**config.mk**
```make
export PLATFORM = sky130hd
export DESIGN_NAME = hazard_stall_ctrl_flat
export DESIGN_NICKNAME = d
export VERILOG_FILES = /design/src/rtl/hazard_stall_if.sv /design/src/rtl/hazard_stall_ctrl.sv /design/src/flat_wrapper.sv
export SDC_FILE = /design/constraint.sdc
export NUM_CORES = 1
export LEC_CHECK = 0
export BUFFER_PORTS_ARGS = -buffer_cell sky130_fd_sc_hd__buf_2
export CAP_MARGIN = 20
export CORE_UTILIZATION = 40
export DETAILED_ROUTE_END_ITERATION = 10
export GPL_ROUTABILITY_DRIVEN = 0
export PLACE_DENSITY = 0.69
export SLEW_MARGIN = 25
export SYNTH_ARGS = -nofsm -noshare
export SYNTH_HDL_FRONTEND = slang
export SYNTH_SLANG_ARGS = --single-unit
```
**constraint.sdc**
```tcl
create_clock -name clk -period 6.96 [get_ports clk]
set_input_delay 1.392 -clock clk [delete_from_list [all_inputs] [get_ports clk]]
set_output_delay 1.392 -clock clk [all_outputs]
set_load 0.005 [all_outputs]
```
**src/rtl/hazard_stall_if.sv**
```systemverilog
// Pipeline-register fields consumed by the hazard/stall controller and the
// freeze/flush/bubble controls it returns to the pipeline registers.
interface hazard_stall_if;
    logic       fwd_en;
    logic [4:0] id_src1;
    logic [4:0] id_src2;
    logic       id_two_src;
    logic [4:0] exe_dst;
    logic       exe_wb_en;
    logic       exe_mem_r_en;
    logic [4:0] mem_dst;
    logic       mem_wb_en;
    logic       br_taken;
    logic       mem_req;
    logic       mem_ready;
    logic       pc_freeze;
    logic       ifid_freeze;
    logic       ifid_flush;
    logic       idex_freeze;
    logic       idex_bubble;
    logic       exmem_freeze;
    logic       memwb_bubble;

    // Handshake: mem_req is held by the MEM stage until a cycle with mem_ready=1
    // completes the access; mem_req&&mem_ready in the same cycle is a zero-wait access.
    modport master (
        output fwd_en, id_src1, id_src2, id_two_src, exe_dst, exe_wb_en, exe_mem_r_en,
               mem_dst, mem_wb_en, br_taken, mem_req, mem_ready,
        input  pc_freeze, ifid_freeze, ifid_flush, idex_freeze, idex_bubble,
               exmem_freeze, memwb_bubble
    );

    modport slave (
        input  fwd_en, id_src1, id_src2, id_two_src, exe_dst, exe_wb_en, exe_mem_r_en,
               mem_dst, mem_wb_en, br_taken, mem_req, mem_ready,
        output pc_freeze, ifid_freeze, ifid_flush, idex_freeze, idex_bubble,
               exmem_freeze, memwb_bubble
    );
endinterface

```
**src/rtl/hazard_stall_ctrl.sv**
```systemverilog
// Pipeline hazard/stall controller: load-use and RAW stalls, taken-branch flush,
// memory-wait stalls with timeout, and a saturating stall-cycle counter.
module hazard_stall_ctrl #(
    parameter int MEM_TIMEOUT = 64,
    parameter int CNT_W       = 32
) (
    input  logic             clk,
    input  logic             rst,
    hazard_stall_if.slave    pipe,
    output logic             mem_err,
    output logic [CNT_W-1:0] stall_cycles,
    output logic [1:0]       state_dbg
);
    localparam logic [1:0] ST_IDLE = 2'd0;
    localparam logic [1:0] ST_WAIT = 2'd1;
    localparam logic [1:0] ST_ERR  = 2'd2;

    localparam int              WC_W    = $clog2(MEM_TIMEOUT) + 1;
    localparam logic [WC_W-1:0] WC_LAST = WC_W'(MEM_TIMEOUT - 1);
    localparam logic [CNT_W-1:0] CNT_MAX = '1;

    logic [1:0]      state;
    logic [WC_W-1:0] wait_cnt;

    logic m1_exe, m2_exe, m1_mem, m2_mem;
    logic dhaz, mstall;
    logic pc_freeze, ifid_freeze, ifid_flush, idex_freeze;
    logic idex_bubble, exmem_freeze, memwb_bubble;

    assign m1_exe = pipe.exe_wb_en && (pipe.exe_dst == pipe.id_src1) && (pipe.id_src1 != 5'd0);
    assign m2_exe = pipe.id_two_src && pipe.exe_wb_en &&
                    (pipe.exe_dst == pipe.id_src2) && (pipe.id_src2 != 5'd0);
    assign m1_mem = pipe.mem_wb_en && (pipe.mem_dst == pipe.id_src1) && (pipe.id_src1 != 5'd0);
    assign m2_mem = pipe.id_two_src && pipe.mem_wb_en &&
                    (pipe.mem_dst == pipe.id_src2) && (pipe.id_src2 != 5'd0);

    // With forwarding, only a load in EXE cannot be bypassed in time.
    assign dhaz   = pipe.fwd_en ? (pipe.exe_mem_r_en && (m1_exe || m2_exe))
                                : (m1_exe || m2_exe || m1_mem || m2_mem);
    assign mstall = pipe.mem_req && !pipe.mem_ready;

    always_comb begin
        pc_freeze    = 1'b0;
        ifid_freeze  = 1'b0;
        ifid_flush   = 1'b0;
        idex_freeze  = 1'b0;
        idex_bubble  = 1'b0;
        exmem_freeze = 1'b0;
        memwb_bubble = 1'b0;
        // Outputs are forced quiet while reset is asserted, not just after the edge.
        if (rst) begin
            pc_freeze = 1'b0;
        end else if (state == ST_ERR || mstall) begin
            pc_freeze    = 1'b1;
            ifid_freeze  = 1'b1;
            idex_freeze  = 1'b1;
            exmem_freeze = 1'b1;
            memwb_bubble = 1'b1;
        end else if (pipe.br_taken) begin
            ifid_flush  = 1'b1;
            idex_bubble = 1'b1;
        end else if (dhaz) begin
            pc_freeze   = 1'b1;
            ifid_freeze = 1'b1;
            idex_bubble = 1'b1;
        end
    end

    assign pipe.pc_freeze    = pc_freeze;
    assign pipe.ifid_freeze  = ifid_freeze;
    assign pipe.ifid_flush   = ifid_flush;
    assign pipe.idex_freeze  = idex_freeze;
    assign pipe.idex_bubble  = idex_bubble;
    assign pipe.exmem_freeze = exmem_freeze;
    assign pipe.memwb_bubble = memwb_bubble;
    assign state_dbg         = state;

    always_ff @(posedge clk or posedge rst) begin
        if (rst) begin
            state    <= ST_IDLE;
            wait_cnt <= '0;
            mem_err  <= 1'b0;
        end else begin
            case (state)
                ST_IDLE: begin
                    if (mstall) begin
                        state    <= ST_WAIT;
                        wait_cnt <= WC_W'(1);
                    end
                end
                ST_WAIT: begin
                    // A withdrawn request ends the wait just like a completed one.
                    if (pipe.mem_ready || !pipe.mem_req) begin
                        state    <= ST_IDLE;
                        wait_cnt <= '0;
                    end else if (wait_cnt == WC_LAST) begin
                        state   <= ST_ERR;
                        mem_err <= 1'b1;
                    end else begin
                        wait_cnt <= wait_cnt + WC_W'(1);
                    end
                end
                ST_ERR: state <= ST_ERR;
                default: begin
                    state    <= ST_IDLE;
                    wait_cnt <= '0;
                end
            endcase
        end
    end

    always_ff @(posedge clk or posedge rst) begin
        if (rst) begin
            stall_cycles <= '0;
        end else if (pc_freeze && stall_cycles != CNT_MAX) begin
            stall_cycles <= stall_cycles + CNT_W'(1);
        end
    end
endmodule
```
**src/flat_wrapper.sv**
```systemverilog
// flat-port wrapper written by rule: the top's interface ports become plain ports
module hazard_stall_ctrl_flat 
#(
    parameter int MEM_TIMEOUT = 64,
    parameter int CNT_W       = 32
)
  (clk, rst, mem_err, stall_cycles, state_dbg, pipe_fwd_en, pipe_id_src1, pipe_id_src2, pipe_id_two_src, pipe_exe_dst, pipe_exe_wb_en, pipe_exe_mem_r_en, pipe_mem_dst, pipe_mem_wb_en, pipe_br_taken, pipe_mem_req, pipe_mem_ready, pipe_pc_freeze, pipe_ifid_freeze, pipe_ifid_flush, pipe_idex_freeze, pipe_idex_bubble, pipe_exmem_freeze, pipe_memwb_bubble);
  hazard_stall_if pipe_i ();
  input  logic clk;
  input  logic rst;
  output logic mem_err;
  output logic [CNT_W-1:0] stall_cycles;
  output logic [1:0] state_dbg;
  input wire logic [$bits(pipe_i.fwd_en)-1:0] pipe_fwd_en;
  input wire logic [$bits(pipe_i.id_src1)-1:0] pipe_id_src1;
  input wire logic [$bits(pipe_i.id_src2)-1:0] pipe_id_src2;
  input wire logic [$bits(pipe_i.id_two_src)-1:0] pipe_id_two_src;
  input wire logic [$bits(pipe_i.exe_dst)-1:0] pipe_exe_dst;
  input wire logic [$bits(pipe_i.exe_wb_en)-1:0] pipe_exe_wb_en;
  input wire logic [$bits(pipe_i.exe_mem_r_en)-1:0] pipe_exe_mem_r_en;
  input wire logic [$bits(pipe_i.mem_dst)-1:0] pipe_mem_dst;
  input wire logic [$bits(pipe_i.mem_wb_en)-1:0] pipe_mem_wb_en;
  input wire logic [$bits(pipe_i.br_taken)-1:0] pipe_br_taken;
  input wire logic [$bits(pipe_i.mem_req)-1:0] pipe_mem_req;
  input wire logic [$bits(pipe_i.mem_ready)-1:0] pipe_mem_ready;
  output wire logic [$bits(pipe_i.pc_freeze)-1:0] pipe_pc_freeze;
  output wire logic [$bits(pipe_i.ifid_freeze)-1:0] pipe_ifid_freeze;
  output wire logic [$bits(pipe_i.ifid_flush)-1:0] pipe_ifid_flush;
  output wire logic [$bits(pipe_i.idex_freeze)-1:0] pipe_idex_freeze;
  output wire logic [$bits(pipe_i.idex_bubble)-1:0] pipe_idex_bubble;
  output wire logic [$bits(pipe_i.exmem_freeze)-1:0] pipe_exmem_freeze;
  output wire logic [$bits(pipe_i.memwb_bubble)-1:0] pipe_memwb_bubble;
  assign pipe_i.fwd_en = pipe_fwd_en;
  assign pipe_i.id_src1 = pipe_id_src1;
  assign pipe_i.id_src2 = pipe_id_src2;
  assign pipe_i.id_two_src = pipe_id_two_src;
  assign pipe_i.exe_dst = pipe_exe_dst;
  assign pipe_i.exe_wb_en = pipe_exe_wb_en;
  assign pipe_i.exe_mem_r_en = pipe_exe_mem_r_en;
  assign pipe_i.mem_dst = pipe_mem_dst;
  assign pipe_i.mem_wb_en = pipe_mem_wb_en;
  assign pipe_i.br_taken = pipe_br_taken;
  assign pipe_i.mem_req = pipe_mem_req;
  assign pipe_i.mem_ready = pipe_mem_ready;
  assign pipe_pc_freeze = pipe_i.pc_freeze;
  assign pipe_ifid_freeze = pipe_i.ifid_freeze;
  assign pipe_ifid_flush = pipe_i.ifid_flush;
  assign pipe_idex_freeze = pipe_i.idex_freeze;
  assign pipe_idex_bubble = pipe_i.idex_bubble;
  assign pipe_exmem_freeze = pipe_i.exmem_freeze;
  assign pipe_memwb_bubble = pipe_i.memwb_bubble;
  hazard_stall_ctrl #(.MEM_TIMEOUT(MEM_TIMEOUT), .CNT_W(CNT_W)) u_core (.clk(clk), .rst(rst), .pipe(pipe_i), .mem_err(mem_err), .stall_cycles(stall_cycles), .state_dbg(state_dbg));
endmodule
```
==> results.ini <==
[logic_synthesis]
ys_ff_latch = 42
syn_avg_cell_area_sq_um = 10.1
synthArstFlopShare_pct = 100
synth_area_sq_mm = 0.00258
yosysWarnings = 0
synthesis.nets = 287
synthCells = 255
ys_types = 40
synth_edf_count = 0
synth-seq-area-share_pct = 40.7
synthFlopType = dfrtp_1

[timing]
final-hold-violation-count = 0
worstMarginPinSlew_ns = 0.687
maxSlewViolCount = 0
period_needed_ns = 4.64
post-route-period-util_pct = 66.7
max_freq_ghz = 0.215
slew_headroom_pct = 53.8
clock_skew_ns = 0.00542
whs_ns = 0.470
rsz0062_at_grt = false
setup_viol = 0
tns_ns = 0

[routing]
wl_microns = 5310
num_vias = 2078
ant_nets = 0
drc_errors = 0
wl_per_cell_microns = 13.3
viasPerCell = 5.21
drt_iter0_drc = 114
dr.pass1.iters = 4

[pwr]
p_leak_nw = 1.42
p_per_area_mw_per_mm2 = 180
vdd_drop_max_mv = 0.124

[global_routing]
antenna_found_initial = 0
grt_max_degree = 44
grt_first_pass_wirelength_microns = 9130
grt.overflow.total = 0
track_usage_pct = 17.6
grt_pass1_vias = 2032

[finish]
stdcell_count = 399
fill_cells = 571
nNetsFinal = 355
synthToLayoutAreaGrowth_pct = 18.6
diodes = 0
fin_util_pct = 50.6
drive_gt1_share_pct = 32.1

[critical_path]
arrival_ns = 3.25
cp_cell_sequence = buf_2 -> xnor2_1 -> nand3_1 -> nor4_1 -> o2111ai_4 -> o311ai_4 -> buf_4 -> buf_2
rr_worst_depth = 7
cpMaxStageDelayCell = nor4_1
end_kind = output pin
cp_common_cell = buf_2
cp-startpoint = pipe_id_src1[2]
rr_startpoint = u_core.stall_cycles[3]$_DFFE_PP0P_
criticalPathCategory = in -> out
cp-endpoint = pipe_ifid_freeze
crit_required_ns = 5.57
critPathMaxFanout = 33
worstReg2RegEnd = u_core.stall_cycles[1]$_DFFE_PP0P_
start_kind = primary input
cpPeakStageDelay_ns = 0.53
r2r_slack_ns = 4.13

[clock_network]
cts_made_buffers = 5
cts_root_buf = clkbuf_8
clockBufferDepth = 2
clk_latency_ns = 0.29
hold_buffers = 0
cts_resized = 0
path_clk_slew_ns = 0.07
cts_tree = yes
cts.sinks = 42
cts_setup_buffers = 0
cts.htree.levels = 2

[hold_path]
hp-class = reg -> reg

[floorplan]
die_y_microns = 82.4
core_area_sq_mm = 0.00606
rows = 28
die_x_microns = 82.4
die-area_sq_mm = 0.00679
design.portCount = 72
initial_core_util_pct = 42.7

[placed_design]
dp_hpwl_microns = 4020
io_buffers = 71
dp_cells = 391

[flow_run]
maxCapViolations = 0

[run_status]
status = finished clean

==> critical path: cells and delay by family <==
kind / cells / cell delay, ns
compound gates: 2 / 0.32
buf+inv: 3 / 0.73
xor+xnor: 1 / 0.18
simple gates: 2 / 0.62
==> sequential cells by signal, summed over array words and instances (netlist names) <==
register             count
u_core.wait_cnt          7
u_core.stall_cycles     32
u_core.state_dbg         2
u_core.mem_err           1
==> area by class of cell <==
type,count,area [sq um],area share [%]
flip-flops and latches,42,1050,34.3
inverters,7,26.3,0.857
repair buffers,74,378,12.3
clock buffers,6,82.6,2.69
well taps,75,93.8,3.06
multi-input cells,193,1420,46.4
clock inverters,2,12.5,0.408
==> worst min-delay path by stage <==
| stage | startpoint | to | slack (ns) | cells past startpoint |
|---|---|---|---|---|
| 4_1_cts | u_core.mem_err$_DFFE_PP0P_ | u_core.mem_err$_DFFE_PP0P_ | 0.47 | 1 |
| 3_3_place_gp | u_core.mem_err$_DFFE_PP0P_ | u_core.mem_err$_DFFE_PP0P_ | 0.46 | 1 |
| 2_1_floorplan | u_core.mem_err$_DFFE_PP0P_ | u_core.mem_err$_DFFE_PP0P_ | 0.46 | 1 |
| 5_1_grt | u_core.mem_err$_DFFE_PP0P_ | u_core.mem_err$_DFFE_PP0P_ | 0.49 | 1 |
| 6_report | u_core.mem_err$_DFFE_PP0P_ | u_core.mem_err$_DFFE_PP0P_ | 0.47 | 1 |
| 3_5_place_dp | u_core.mem_err$_DFFE_PP0P_ | u_core.mem_err$_DFFE_PP0P_ | 0.45 | 1 |
==> layout by cell type (no fill, tap or decap), drive strengths merged <==
master / n
nand3: 27
nor2b: 2
buf: 74
inv: 6
nor3b: 1
a21oi: 2
and3: 15
nor2: 11
o311ai: 1
dfrtp: 42
a2bb2oi: 1
nand2: 17
clkbuf: 6
nor4: 5
o22ai: 1
xor2: 12
xnor2: 43
clkinvlp: 1
and2: 4
mux2: 1
mux2i: 2
o21a: 1
and4: 5
o2111ai: 1
clkinv: 2
nor3: 10
nand2b: 3
ha: 2
nand4: 16
or4: 2
a311oi: 1
o221ai: 1
o21ai: 5
or3: 1
==> report_power, final <==
group	switching (W)	internal, W
combinational	0.0000540	0.0000474
clock	0.0000814	0.0000797
sequential	0.0000278	0.000261
==> logic make-up (layout without fill, tap and decap cells) <==
family	after synthesis	in the layout	synth area share (%)
simple gates	119	119	28.8
mux	3	3	1.21
compound gates	14	14	5.32
buf+inv	20	89	4.36
xor+xnor	55	55	18.6
flops	42	42	40.7
fa+ha+maj	2	2	0.968
==> through the flow <==
step | instance area, sq um | total power [W] | setup slack, ns
global placement | 2970 | 0.000393 | 2.39
detailed placement | 2970 | 0.000395 | 2.31
CTS | 3070 | 0.000558 | 2.32
global route | 3070 | 0.000585 | 2.18
finish | 3070 | 0.000551 | 2.32
floorplan | 2580 | 0.000351 | 2.43
==> cell usage after synthesis, drive strengths merged (2+ instances only) <==
cell	n	area (sq um)
nor2	11	41.3
nand2	17	63.8
dfrtp	42	1050
nand3	27	190
nand2b	3	18.8
clkbuf	4	15.0
nor3	10	50.1
nor2b	2	12.5
ha	2	25.0
and4	5	43.8
o21ai	5	28.8
xor2	12	105
a21oi	2	10.0
and2	4	25.0
xnor2	43	377
and3	15	93.8
nand4	16	119
or4	2	15.0
nor4	5	58.8
buf	9	71.3
inv	7	26.3
mux2i	2	20.0
==> per-layer routing <==
metal | routed length, microns | track usage [%]
met1 | 2430 | 22.4
met2 | 2590 | 29.3
met3 | 175 | 3.63
met4 | 112 | 7.02
met5 | 0 | 0
Note: power is estimated with default switching activity, not from simulation.
